--- src/rtl/lsu_pkg.sv ---
// Shared constants and state encoding for the load/store unit.
// Imported by load_store_unit and lsu_byte_lane.
package lsu_pkg;

   localparam logic [2:0] F3_B  = 3'b000;
   localparam logic [2:0] F3_H  = 3'b001;
   localparam logic [2:0] F3_W  = 3'b010;
   localparam logic [2:0] F3_BU = 3'b100;
   localparam logic [2:0] F3_HU = 3'b101;

   typedef enum logic [1:0] {
      S_IDLE      = 2'd0,
      S_ACCESS    = 2'd1,
      S_RMW_WRITE = 2'd2,
      S_RESP      = 2'd3
   } lsu_state_e;

endpackage

--- src/rtl/lsu_byte_lane.sv ---
// Load extraction/extension and sub-word store merge for one 32-bit word.
// Purely combinational.
module lsu_byte_lane
   import lsu_pkg::*;
(
   input  logic [2:0]  funct3,
   input  logic [1:0]  lane,
   input  logic [31:0] rd_word,
   input  logic [31:0] merge_word,
   input  logic [31:0] wdata,
   output logic [31:0] ld_data,
   output logic [31:0] st_data
);

   logic [7:0]  b;
   logic [15:0] h;

   always_comb begin
      unique case (lane)
         2'd0: b = rd_word[7:0];
         2'd1: b = rd_word[15:8];
         2'd2: b = rd_word[23:16];
         2'd3: b = rd_word[31:24];
      endcase
      h = lane[1] ? rd_word[31:16] : rd_word[15:0];
      case (funct3)
         F3_B:    ld_data = {{24{b[7]}}, b};
         F3_BU:   ld_data = {24'd0, b};
         F3_H:    ld_data = {{16{h[15]}}, h};
         F3_HU:   ld_data = {16'd0, h};
         default: ld_data = rd_word;
      endcase
   end

   always_comb begin
      st_data = merge_word;
      if (funct3 == F3_B) begin
         unique case (lane)
            2'd0: st_data[7:0]   = wdata[7:0];
            2'd1: st_data[15:8]  = wdata[7:0];
            2'd2: st_data[23:16] = wdata[7:0];
            2'd3: st_data[31:24] = wdata[7:0];
         endcase
      end else if (lane[1]) begin
         st_data[31:16] = wdata[15:0];
      end else begin
         st_data[15:0] = wdata[15:0];
      end
   end

endmodule

--- src/rtl/load_store_unit.sv ---
// RV32I load/store unit: byte/half/word access over a word-only memory.
// Define LSU_MISALIGN_TRAP_EN to flag misaligned half/word as errors.
module load_store_unit
   import lsu_pkg::*;
#(
   parameter int MEM_WORDS = 32
) (
   input  logic        clk,
   input  logic        rst_in,
   input  logic        req_valid,
   output logic        req_ready,
   input  logic        req_we,
   input  logic [2:0]  req_funct3,
   input  logic [31:0] req_addr,
   input  logic [31:0] req_wdata,
   output logic        rsp_valid,
   output logic [31:0] rsp_rdata,
   output logic        rsp_err,
   output logic        mem_we,
   output logic [31:0] mem_a,
   output logic [31:0] mem_wd,
   input  logic [31:0] mem_rd
);

   localparam logic [29:0] IDX_LIM = 30'(MEM_WORDS);

   lsu_state_e  state_q, state_d;
   logic        we_q, we_d;
   logic [2:0]  f3_q, f3_d;
   logic [31:0] addr_q, addr_d;
   logic [31:0] wdata_q, wdata_d;
   logic [31:0] merge_q, merge_d;
   logic [31:0] rdata_q, rdata_d;
   logic        err_q, err_d;
   logic        rvalid_q, rvalid_d;

   logic        f3_bad, oor, mis, err_c;
   logic [31:0] ld_data, st_data;

   lsu_byte_lane u_lane (
      .funct3     (f3_q),
      .lane       (addr_q[1:0]),
      .rd_word    (mem_rd),
      .merge_word (merge_q),
      .wdata      (wdata_q),
      .ld_data    (ld_data),
      .st_data    (st_data)
   );

   always_comb begin
      if (we_q) f3_bad = !(f3_q inside {F3_B, F3_H, F3_W});
      else      f3_bad = !(f3_q inside {F3_B, F3_H, F3_W, F3_BU, F3_HU});
      oor = addr_q[31:2] >= IDX_LIM;
`ifdef LSU_MISALIGN_TRAP_EN
      mis = ((f3_q == F3_H || f3_q == F3_HU) && addr_q[0]) ||
            (f3_q == F3_W && addr_q[1:0] != 2'b00);
`else
      mis = 1'b0;
`endif
      err_c = f3_bad || oor || mis;
   end

   always_comb begin
      state_d  = state_q;
      we_d     = we_q;
      f3_d     = f3_q;
      addr_d   = addr_q;
      wdata_d  = wdata_q;
      merge_d  = merge_q;
      rdata_d  = rdata_q;
      err_d    = err_q;
      rvalid_d = 1'b0;
      unique case (state_q)
         S_IDLE: begin
            if (req_valid) begin
               we_d    = req_we;
               f3_d    = req_funct3;
               addr_d  = req_addr;
               wdata_d = req_wdata;
               state_d = S_ACCESS;
            end
         end
         S_ACCESS: begin
            if (err_c || !we_q || f3_q == F3_W) begin
               err_d    = err_c;
               rdata_d  = (err_c || we_q) ? 32'd0 : ld_data;
               rvalid_d = 1'b1;
               state_d  = S_RESP;
            end else begin
               merge_d = mem_rd;
               state_d = S_RMW_WRITE;
            end
         end
         S_RMW_WRITE: begin
            err_d    = 1'b0;
            rdata_d  = 32'd0;
            rvalid_d = 1'b1;
            state_d  = S_RESP;
         end
         S_RESP: state_d = S_IDLE;
      endcase
   end

   always_ff @(posedge clk) begin
      if (!rst_in) begin
         state_q  <= S_IDLE;
         we_q     <= 1'b0;
         f3_q     <= 3'd0;
         addr_q   <= 32'd0;
         wdata_q  <= 32'd0;
         merge_q  <= 32'd0;
         rdata_q  <= 32'd0;
         err_q    <= 1'b0;
         rvalid_q <= 1'b0;
      end else begin
         state_q  <= state_d;
         we_q     <= we_d;
         f3_q     <= f3_d;
         addr_q   <= addr_d;
         wdata_q  <= wdata_d;
         merge_q  <= merge_d;
         rdata_q  <= rdata_d;
         err_q    <= err_d;
         rvalid_q <= rvalid_d;
      end
   end

   // Write strobe gated by reset so an abandoned request never commits.
   logic sw_go;
   assign sw_go     = state_q == S_ACCESS && we_q && f3_q == F3_W && !err_c;
   assign mem_we    = rst_in && (sw_go || state_q == S_RMW_WRITE);
   assign mem_wd    = sw_go ? wdata_q :
                      (state_q == S_RMW_WRITE) ? st_data : 32'd0;
   assign mem_a     = {2'b00, addr_q[31:2]};
   assign req_ready = state_q == S_IDLE;
   assign rsp_valid = rvalid_q;
   assign rsp_rdata = rdata_q;
   assign rsp_err   = err_q;

endmodule

--- config.mk ---
export PLATFORM = sky130hd
export DESIGN_NAME = load_store_unit
export DESIGN_NICKNAME = d
export VERILOG_FILES = /design/src/rtl/lsu_pkg.sv /design/src/rtl/lsu_byte_lane.sv /design/src/rtl/load_store_unit.sv
export SDC_FILE = /design/constraint.sdc
export NUM_CORES = 1
export LEC_CHECK = 0
export CORE_MARGIN = 2
export CORE_UTILIZATION = 49
export CTS_BUF_LIST = sky130_fd_sc_hd__clkbuf_4
export DETAILED_ROUTE_END_ITERATION = 10
export GPL_TIMING_DRIVEN = 0
export PLACE_DENSITY = 0.93
export SYNTH_ARGS = -nofsm -noshare
export SYNTH_HDL_FRONTEND = slang
export SYNTH_SLANG_ARGS = --single-unit
export TNS_END_PERCENT = 30
--- constraint.sdc ---
create_clock -name clk -period 2.26 [get_ports clk]
set_input_delay 0.452 -clock clk [delete_from_list [all_inputs] [get_ports clk]]
set_output_delay 0.452 -clock clk [all_outputs]
set_load 0.02 [all_outputs]
==> results by group <==
STA
  – Worst Skew: 16.09 ps
  – Count of final setup violators: 42
  – Worst-Margin Slew: 801.6 ps
  – Fmax: 0.3321 GHz
  – Final count of hold timing violations: 0
  – Setup ws final: -751.4 ps
  – Fin. max-slew vios: 0
  – Post-layout min period: 3011 ps
  – RSZ-0062 raised after global routing: true
  – Tcrit/Tclk final: 133.2%
  – Slew headroom: 46.56%

Global routing
  – Largest net degree at the start of global routing: 17
  – Initial antenna violation count: 0
  – First-pass GRT wire length: 33.89 mm
  – Vias in the first global route: 6,745
  – Gr usage total: 29.47%
  – GRT overflow: 0

Worst setup path
  – Startpoint Class: flip-flop
  – Max incr delay on CP: 370 ps
  – Cell family with most CP delay: simple AND/OR/NAND/NOR gates
  – Reg2Reg Setup Slack: -20 ps
  – Worst path cell trace: nor4_4, nand4_4, nor4_4, buf_6, buf_6, nor3b_4, buf_12, a22o_1, buf_2
  – Worst reg2reg path depth: 7
  – WP data required: 1810 ps
  – CP max stage cell: dfxtp_4
  – Worst Path Arrival: 2560 ps
  – CP Max Fanout: 8
  – WP buf/inv: 4
  – CP endpoint kind: primary output
  – CP Class: reg2out
  – Critical Path Stages: 9

Floorplanning
  – Ports: 203
  – Die Wd: 122.4 um
  – Starting Density: 49.85%
  – Num rows: 43
  – Core Footprint: 13,770 sq um
  – DIE HEIGHT: 122.4 um
  – Die footprint: 14,970 sq um

Synthesis
  – Post-synthesis cell area: 6865 sq um
  – Cell taking the most area after synthesis: dfxtp_1
  – Largest family of logic cells by synthesized area: compound AO/OA/AOI/OAI gates
  – Mux cell area share after synthesis: 2.807%
  – Number of synthesis warnings: 0
  – Synth top cells by count: 228 x nand2_1, 136 x dfxtp_1, 71 x a21boi_0
  – Number of flops mapped to enable cells by yosys: 0
  – Synth Area in XOR/XNOR: 0%
  – Async set-reset flop share out of synthesis: 0%
  – Adder-cell share of the synthesized area: 0.5467%
  – Cells after Synth: 852
  – Yosys reg bits: 136
  – Share of the synthesized area in the top cell type: 39.66%
  – Synth Area in Simple Gates: 22.60%
  – Seq/Total Area, Yosys: 39.66%
  – Avg Cell Area, Syn: 8.058 sq um
  – Compound-gate portion of the synthesized area: 26.08%
  – Largest cells by area after synthesis: dfxtp_1 40%, nand2_1 12%, a21boi_0 7.8%, o21ai_0 4.0%, buf_4 3.8%
  – Synth Flop Type: dfxtp_1
  – Post-synth cell types: 54
  – Count leader, synth: nand2_1

Power and ir drop
  – Tot Pwr: 0.007899 W
  – Worst vdd ir: 0.0005122 V
  – Pwr Density: 833.0 nW/um^2
  – Leak: 3.558 nW

Layout
  – Syn-to-layout area delta: 38.13%
  – Diodes inserted: 0
  – Fin cells: 1,273
  – Share of layout cells above drive strength 1: 17.11%
  – Nets: 1,186

Place
  – # placed instances: 1,233
  – I/O Buffers: 200
  – Gp weighted congestion: 0.9620
  – Hpwl dp: 16.54 mm

Detailed routing
  – Detailed-route DRC error count: 0
  – DR vias/cell: 5.611
  – Wirelength per Cell: 17.50 um
  – Iter 0 DRT Violations: 778
  – Total Wirelength: 22.27 mm
  – Vias post-DR: 7,143
  – Routed Antenna Nets: 0
  – Drt pass-1 iters: 5

Outcome
  – Failing checks: setup timing
  – Status: complete, but fails checks

Clock tree
  – H-tree depth: 4
  – Clock buffer depth: 2
  – Worst skew pair latency: 560 ps
  – CTS root buf: clkbuf_4
  – CTS buffer count: 17
  – # clock sinks: 136
  – Clk slew on worst S/H paths: 110 ps
  – TritonCTS clock tree: done

Run
  – Max-Cap Viols: 0

Hold path
  – Min-delay worst type: in2reg
  – WHS Path Cells: 3
cells by family after synthesis:
family | count (synthesis)
DFF | 136
and+or+nand+nor | 330
muxes | 18
other | 1
buffers and inverters | 106
AOI/OAI and AO/OA | 258
adders and majority gates | 3
metal layers:
| metal | up-vias | track usage (%) | routed length (um) | part of all wire (%) |
|---|---|---|---|---|
| met5 | - | 0 | 0 | 0 |
| met4 | 0 | 15.01 | 1047 | 4.7 |
| met3 | 90 | 8.086 | 2424 | 11 |
| met2 | 407 | 45.94 | 9972 | 45 |
| met1 | 3287 | 37.37 | 8827 | 40 |
| li1 | 3359 | - | - | - |
cell type report:
cell class / count / area, sq um
clock buffer: 26 / 195.2
sequential: 136 / 2728
tap: 180 / 225.2
fill: 1123 / 4290
clock inverter: 6 / 26.28
buffer: 100 / 596.8
inverter: 5 / 18.77
multi-input combinational: 611 / 3670
timing repair buffer: 209 / 2023
sequential cells by signal, indices dropped and copies added (netlist names):
| name | count |
|---|---|
| addr_q | 32 |
| f3_q | 3 |
| merge_q | 32 |
| rsp_err | 1 |
| rsp_rdata | 32 |
| rsp_valid | 1 |
| state_q | 2 |
| wdata_q | 32 |
| we_q | 1 |
power breakdown:
part | internal, W | switching (W)
sequential | 0.00270 | 0.000279
combinational | 0.00144 | 0.00212
clock | 0.000529 | 0.000835
worst min-delay path: stages:
cell and delay (ps):
clkdlybuf4s50_1 390, nand2_1 50, a21boi_0 60
cell usage in the layout (no fill, tap or decap), types with 4 or more instances in the layout:
master	count
o21ai_0	38
a21oi_1	14
nor3_1	9
a21boi_1	30
nor4_4	4
nand2_1	228
buf_6	15
nand3_1	28
o21ai_2	7
clkbuf_1	35
a21boi_0	71
nor2_1	4
mux2i_1	8
a211oi_2	7
o31ai_1	25
clkdlybuf4s15_2	4
mux2_2	10
a22o_1	8
nand2_2	8
clkbuf_4	29
inv_1	5
buf_4	45
clkbuf_2	9
nor2b_1	19
clkdlybuf4s50_1	166
o22ai_1	7
buf_2	26
nand3b_1	8
dfxtp_1	134
a21o_1	18
o21ai_1	12
o2bb2ai_1	8
metrics by stage:
| stage | TNS [ps] | worst slack (ps) | area, sq um | utilization, % | hold slack [ps] |
|---|---|---|---|---|---|
| global placement | -39540 | -1016 | 9096 | 66.04 | 436.9 |
| finish | -22620 | -751.4 | 9483 | 68.85 | 443.6 |
| global route | -41220 | -898.7 | 9483 | 68.85 | 418.9 |
| floorplan | -960.8 | -96.85 | 6869 | - | 427.2 |
| CTS | -24030 | -780.7 | 9382 | 68.11 | 414.1 |
| detailed placement | -45240 | -1084 | 9096 | 66.04 | 447.1 |
path summary, 6_finish.rpt:
kind                                    from           to
worst max register to register     addr_q[7]   merge_q[6]
worst min register to register   merge_q[22]  merge_q[22]
worst max-delay path              addr_q[24]    mem_wd[1]
worst min-delay path            req_addr[26]   addr_q[26]
repair_timing:
action / 4_1_cts / 5_1_grt
gates cloned: 0 / 0
pin swaps: 9 / 3
setup buffers: 7 / 3
resized for setup: 181 / 54
setup endpoints to repair: 42 / 117
hold buffers: 0 / 0
(Power assumes the default switching activity.)
